==> src/rtl/nor_gate_exerciser_if.sv <==
// nor_gate_exerciser_if
//   Bundles the run-control inputs, the cell-under-test connections and the
//   result outputs of nor_gate_exerciser.
//   Signals:
//     start, continuous : run requests from the controller
//     y                 : output of the NOR cell under test
//     a, b              : registered NOR inputs driven towards the cell
//     busy, done, pass  : run status / result
//     err_cnt, run_cnt  : saturating mismatch count, wrapping run count
//     vec_idx           : index of the vector currently applied
//   Modports: slave = the exerciser, master = whoever controls/observes it.
interface nor_gate_exerciser_if #(
    parameter int CNT_W = 8
);
    logic             start;
    logic             continuous;
    logic             y;
    logic             a;
    logic             b;
    logic             busy;
    logic             done;
    logic             pass;
    logic [CNT_W-1:0] err_cnt;
    logic [CNT_W-1:0] run_cnt;
    logic [1:0]       vec_idx;

    modport slave (
        input  start, continuous, y,
        output a, b, busy, done, pass, err_cnt, run_cnt, vec_idx
    );

    modport master (
        output start, continuous, y,
        input  a, b, busy, done, pass, err_cnt, run_cnt, vec_idx
    );
endinterface

==> src/rtl/nor_gate_exerciser.sv <==
// nor_gate_exerciser
//   Drives the four input combinations of a 2-input NOR cell, holds each for
//   SETTLE_CYCLES clocks, samples the cell output once and compares it with
//   ~(a|b). Reports a per-run pass flag, a saturating mismatch count and a
//   wrapping run count. Optional continuous mode re-launches runs back to back
//   while accumulating err_cnt.
//   Ports:
//     clk   : single clock, rising edge
//     rst_n : synchronous active-low reset
//     bus   : nor_gate_exerciser_if.slave (start/continuous/y in,
//             a/b/busy/done/pass/err_cnt/run_cnt/vec_idx out)
module nor_gate_exerciser #(
    parameter int SETTLE_CYCLES = 2,
    parameter int CNT_W         = 8
) (
    input  logic                   clk,
    input  logic                   rst_n,
    nor_gate_exerciser_if.slave    bus
);
    localparam int              SC_W    = (SETTLE_CYCLES > 1) ? $clog2(SETTLE_CYCLES) : 1;
    localparam logic [SC_W-1:0] SC_LAST = SC_W'(SETTLE_CYCLES - 1);

    typedef enum logic [1:0] {IDLE, SETTLE, SAMPLE, DONE} state_t;

    state_t           state_q, state_d;
    logic [SC_W-1:0]  sc_q;
    logic [1:0]       idx_q;
    logic             a_q, b_q;
    logic             mis_q;
    logic             pass_q;
    logic [CNT_W-1:0] err_q;
    logic [CNT_W-1:0] run_q;

    logic launch, clr_err, adv, finish, compare, miss;

    function automatic logic [CNT_W-1:0] sat_inc(input logic [CNT_W-1:0] v);
        return (&v) ? v : v + CNT_W'(1);
    endfunction

    always_comb begin
        state_d = state_q;
        launch  = 1'b0;
        clr_err = 1'b0;
        adv     = 1'b0;
        finish  = 1'b0;
        compare = 1'b0;
        case (state_q)
            IDLE: begin
                if (bus.start) begin
                    state_d = SETTLE;
                    launch  = 1'b1;
                    clr_err = 1'b1;
                end
            end
            SETTLE: begin
                if (sc_q == SC_LAST) state_d = SAMPLE;
            end
            SAMPLE: begin
                compare = 1'b1;
                if (idx_q == 2'd3) begin
                    state_d = DONE;
                end else begin
                    state_d = SETTLE;
                    adv     = 1'b1;
                end
            end
            DONE: begin
                finish = 1'b1;
                // A continuous restart keeps err_cnt so it accumulates across runs.
                if (bus.continuous) begin
                    state_d = SETTLE;
                    launch  = 1'b1;
                end else begin
                    state_d = IDLE;
                end
            end
            default: state_d = IDLE;
        endcase
    end

    // y is used raw; the settle window is what covers the cell's delay.
    assign miss = compare && (bus.y != ~(a_q | b_q));

    always_ff @(posedge clk) begin
        if (!rst_n) begin
            state_q <= IDLE;
            sc_q    <= '0;
            idx_q   <= 2'd0;
            a_q     <= 1'b0;
            b_q     <= 1'b0;
            mis_q   <= 1'b0;
            pass_q  <= 1'b0;
            err_q   <= '0;
            run_q   <= '0;
        end else begin
            state_q <= state_d;

            if (launch) begin
                idx_q <= 2'd0;
                a_q   <= 1'b0;
                b_q   <= 1'b0;
                sc_q  <= '0;
            end else if (adv) begin
                // Vector k is simply (a,b) = k in binary.
                idx_q      <= idx_q + 2'd1;
                {a_q, b_q} <= idx_q + 2'd1;
                sc_q       <= '0;
            end else if (state_q == SETTLE) begin
                sc_q <= sc_q + SC_W'(1);
            end

            if (launch)     mis_q <= 1'b0;
            else if (miss)  mis_q <= 1'b1;

            if (clr_err)    err_q <= '0;
            else if (miss)  err_q <= sat_inc(err_q);

            if (finish) begin
                pass_q <= ~mis_q;
                run_q  <= run_q + CNT_W'(1);
            end
        end
    end

    assign bus.a       = a_q;
    assign bus.b       = b_q;
    assign bus.busy    = (state_q != IDLE);
    assign bus.done    = (state_q == DONE);
    assign bus.pass    = pass_q;
    assign bus.err_cnt = err_q;
    assign bus.run_cnt = run_q;
    assign bus.vec_idx = idx_q;
endmodule

==> src/flat_wrapper.sv <==
// flat-port wrapper written by rule: the top's interface ports become plain ports
module nor_gate_exerciser_flat 
#(
    parameter int SETTLE_CYCLES = 2,
    parameter int CNT_W         = 8
)
  (clk, rst_n, bus_start, bus_continuous, bus_y, bus_a, bus_b, bus_busy, bus_done, bus_pass, bus_err_cnt, bus_run_cnt, bus_vec_idx);
  nor_gate_exerciser_if #(.CNT_W(CNT_W)) bus_i ();
  input  logic clk;
  input  logic rst_n;
  input wire logic [$bits(bus_i.start)-1:0] bus_start;
  input wire logic [$bits(bus_i.continuous)-1:0] bus_continuous;
  input wire logic [$bits(bus_i.y)-1:0] bus_y;
  output wire logic [$bits(bus_i.a)-1:0] bus_a;
  output wire logic [$bits(bus_i.b)-1:0] bus_b;
  output wire logic [$bits(bus_i.busy)-1:0] bus_busy;
  output wire logic [$bits(bus_i.done)-1:0] bus_done;
  output wire logic [$bits(bus_i.pass)-1:0] bus_pass;
  output wire logic [$bits(bus_i.err_cnt)-1:0] bus_err_cnt;
  output wire logic [$bits(bus_i.run_cnt)-1:0] bus_run_cnt;
  output wire logic [$bits(bus_i.vec_idx)-1:0] bus_vec_idx;
  assign bus_i.start = bus_start;
  assign bus_i.continuous = bus_continuous;
  assign bus_i.y = bus_y;
  assign bus_a = bus_i.a;
  assign bus_b = bus_i.b;
  assign bus_busy = bus_i.busy;
  assign bus_done = bus_i.done;
  assign bus_pass = bus_i.pass;
  assign bus_err_cnt = bus_i.err_cnt;
  assign bus_run_cnt = bus_i.run_cnt;
  assign bus_vec_idx = bus_i.vec_idx;
  nor_gate_exerciser #(.SETTLE_CYCLES(SETTLE_CYCLES), .CNT_W(CNT_W)) u_core (.clk(clk), .rst_n(rst_n), .bus(bus_i));
endmodule
==> config.mk <==
export PLATFORM = sky130hd
export DESIGN_NAME = nor_gate_exerciser_flat
export DESIGN_NICKNAME = d
export VERILOG_FILES = /design/src/rtl/nor_gate_exerciser_if.sv /design/src/rtl/nor_gate_exerciser.sv /design/src/flat_wrapper.sv
export SDC_FILE = /design/constraint.sdc
export NUM_CORES = 1
export LEC_CHECK = 0
export BUFFER_PORTS_ARGS = -buffer_cell sky130_fd_sc_hd__buf_2
export CAP_MARGIN = 20
export CORE_UTILIZATION = 30
export DETAILED_ROUTE_END_ITERATION = 10
export SLEW_MARGIN = 20
export SYNTH_ARGS = -nofsm -noshare
export SYNTH_HDL_FRONTEND = slang
export SYNTH_SLANG_ARGS = --single-unit
==> constraint.sdc <==
create_clock -name clk -period 2.1 [get_ports clk]
set_clock_uncertainty 0.05 [all_clocks]
set_input_delay 0.42 -clock clk [delete_from_list [all_inputs] [get_ports clk]]
set_output_delay 0.42 -clock clk [all_outputs]
set_load 0.1 [all_outputs]
==> impl_metrics.py <==
metrics = {
    "clocking": {
        "cts.path.max_buffers": 2,
        "cts_tree": "yes",
        "root_buffer": "clkbuf_8",
        "clk_latency_ns": 0.26,
        "cts_setup_buffers": 0,
        "cts.sinks": 23,
        "numCtsBuffers": 3,
        "h-tree-depth": 1,
        "clkTransAtPathRegs_ns": 0.08,
    },
    "route": {
        "drc": 0,
        "vias_per_cell": 4.75,
        "vias": 964,
        "first_iter_violations": 38,
        "wirelength_um": 2420,
        "routedWlPerCell_um": 11.9,
        "drt-pass1-iter-count": 4,
        "ant_nets": 0,
    },
    "yosys": {
        "synth-seq-area-share_pct": 39.6,
        "synth.most_common_cell": "dfxtp_1",
        "synth_top_area_share_pct": 39.6,
        "synth-async-reset-ratio_pct": 0,
        "ys.warnings.count": 0,
        "synth_seq_cells": 23,
        "ys_types": 32,
        "avgSynthCellArea_um2": 9.15,
        "synth.largest_area_cell": "dfxtp_1",
        "synth-edff-count": 0,
        "synthTopCellsByArea": "dfxtp_1 (40%), ha_1 (11%), nor2_1 (4.8%)",
        "synth_ff_type": "dfxtp_1",
        "synth_area_um2": 1160,
        "syn-instance-count": 127,
        "synthesis.nets": 142,
        "netlist_top_cells_count": "dfxtp_1 (23), nor2_1 (15), ha_1 (10), inv_1 (9)",
    },
    "critical_path": {
        "cp-end-kind": "primary output",
        "cp_max_fo": 5,
        "cp-start-kind": "flop",
        "worstPathRequired_ns": 1.63,
        "reg2reg_to": "u_core.state_q[0]",
        "critPathMaxStageDelay_ns": 0.41,
        "cpMaxStageDelayCell": "dfxtp_1",
        "r2r-start": "u_core.state_q[0]",
        "rr_worst_depth": 6,
        "cp.arrival_ns": 1.48,
        "r2r_setup_slack_ns": 0.32,
        "path_class": "reg2out",
        "crit_chain": "inv_1, ha_1, clkinvlp_4, clkbuf_4",
    },
    "sta": {
        "period_minus_slack_ns": 1.95,
        "max-slew-margin-rel_pct": 67.4,
        "drv_slew": 0,
        "tightestPinTransition_ns": 0.493,
        "hold_viol_final": 0,
        "finalCritPeriodShare_pct": 92.7,
        "fmax_mhz": 514,
        "rsz0062_at_grt": "no",
        "setup_viol": 0,
        "fin_setup_tns_ns": 0,
    },
    "final_layout": {
        "area_delta_synth_final_pct": 20.1,
        "antennaDiodeCount": 0,
        "drive_gt1_share_pct": 24.5,
        "post-route-util_pct": 37.9,
        "fin_nets": 171,
    },
    "run_status": {
        "status": "finished clean",
    },
    "global_routing": {
        "grt.total_usage_pct": 12.5,
        "grt_pass1_wl_um": 4030,
        "grt_pass1_vias": 941,
        "grt_antenna_before_repair": 0,
        "grt_max_degree": 13,
        "overflow": 0,
    },
    "hold_path": {
        "min_to": "u_core.bus.run_cnt[6]",
        "min-delay-start": "rst_n",
        "hp-class": "in2reg",
        "holdPathStages": 2,
    },
    "place": {
        "dp_hpwl_um": 1890,
        "routabilityCongestion": 0.770,
        "io_buffer_count": 27,
    },
    "power_and_ir_drop": {
        "leakagePower_nw": 0.631,
        "irDropWorstVdd_mv": 0.530,
        "p_per_area_nw_per_um2": 960,
    },
    "floorplan": {
        "die_width_um": 64.2,
        "die_area_um2": 4130,
        "rows": 22,
        "initial_core_util_pct": 31.5,
        "fp.dieH_um": 64.2,
        "ios": 28,
        "core_area_um2": 3690,
    },
    "run": {
        "drv_cap": 0,
    },
}
## cells in the final DEF, fill, tap and decap left out, types with 4 or more instances in the layout
cell     netlist  layout
buf_2          1      26
dfxtp_1       23      19
nor2_1        15      15
ha_1          10      10
inv_1          9       8
nand2_1        8       8
nand4_1        8       8
xnor2_1        6       6
xor2_1         5       5
mux2i_1        5       5
a21oi_1        5       5
and2_1         4       4
dfxtp_2        0       4
## what timing repair did
| action | CTS | global route |
|---|---|---|
| endpoints found under the setup margin | 0 | 1 |
| resized for setup | 0 | 1 |
| hold buffers | 0 | 0 |
## flip-flops by register name, indices dropped and copies added (netlist names)
register,flops
u_core.bus.a,1
u_core.bus.err_cnt,8
u_core.bus.pass,1
u_core.bus.run_cnt,8
u_core.bus.vec_idx,1
u_core.mis_q,1
u_core.sc_q,1
u_core.state_q,2
## logic make-up (layout without fill, tap and decap cells)
group / count (synthesis) / after routing / synth area share [%]
AOI/OAI and AO/OA: 17 / 17 / 10.3
xor gates and xnor gates: 12 / 12 / 9.69
adders and majority gates: 10 / 10 / 10.8
buffers and inverters: 13 / 41 / 5.06
DFF: 23 / 23 / 39.6
muxes: 5 / 5 / 4.31
and+or+nand+nor: 47 / 47 / 20.2
## layer usage
| layer | up-vias | part of all wire (%) | track usage (%) |
|---|---|---|---|
| met4 | 0 | 0.66 | 1.67 |
| met3 | 2 | 4.5 | 3.93 |
| met2 | 27 | 48 | 22.8 |
| li1 | 492 | - | - |
| met5 | - | 0 | 0 |
| met1 | 443 | 47 | 14.5 |
## final cells by class
class | instances | area [um^2]
Sequential cell | 23 | 465
Fill cell | 391 | 2290
Tap cell | 48 | 60.1
Multi-Input combinational cell | 91 | 643
Timing Repair Buffer | 28 | 145
Clock buffer | 4 | 45.0
Inverter | 9 | 37.5
## where the power goes
group	switching [mW]	leakage (nW)	internal, mW
Clock	0.137	0.0228	0.135
Combinational	0.407	0.421	0.149
Sequential	0.0391	0.188	0.474
Total	0.583	0.631	0.758
## through the flow
step	instance area, um^2	std cells	total power, mW	setup slack (ns)	hold slack, ns
5_1_grt	1400	203	1.41	0.0662	0.422
2_1_floorplan	1170	127	0.984	0.0530	0.387
3_5_place_dp	1350	199	1.08	0.329	0.424
3_3_place_gp	1350	199	1.05	0.398	0.421
6_report	1400	203	1.34	0.154	0.402
4_1_cts	1390	203	1.35	0.0443	0.405
## critical path: cells and delay by family, from the launching register on
kind / cells / cell delay (ns)
buffers and inverters: 3 / 0.53
DFF: 1 / 0.41
adders and majority gates: 1 / 0.27
## how the worst max path moves through the flow
stage	from	to	slack, ns	depth (start not counted)
2_1_floorplan	u_core.bus.err_cnt[2]	u_core.bus.err_cnt[1]	0.05	4
3_3_place_gp	u_core.state_q[0]	bus_busy	0.40	4
3_5_place_dp	u_core.state_q[0]	u_core.state_q[0]	0.33	6
4_1_cts	u_core.state_q[0]	bus_busy	0.04	4
5_1_grt	u_core.state_q[0]	bus_busy	0.07	4
6_report	u_core.state_q[0]	bus_busy	0.15	4
Power figures use the tool's default switching activity.
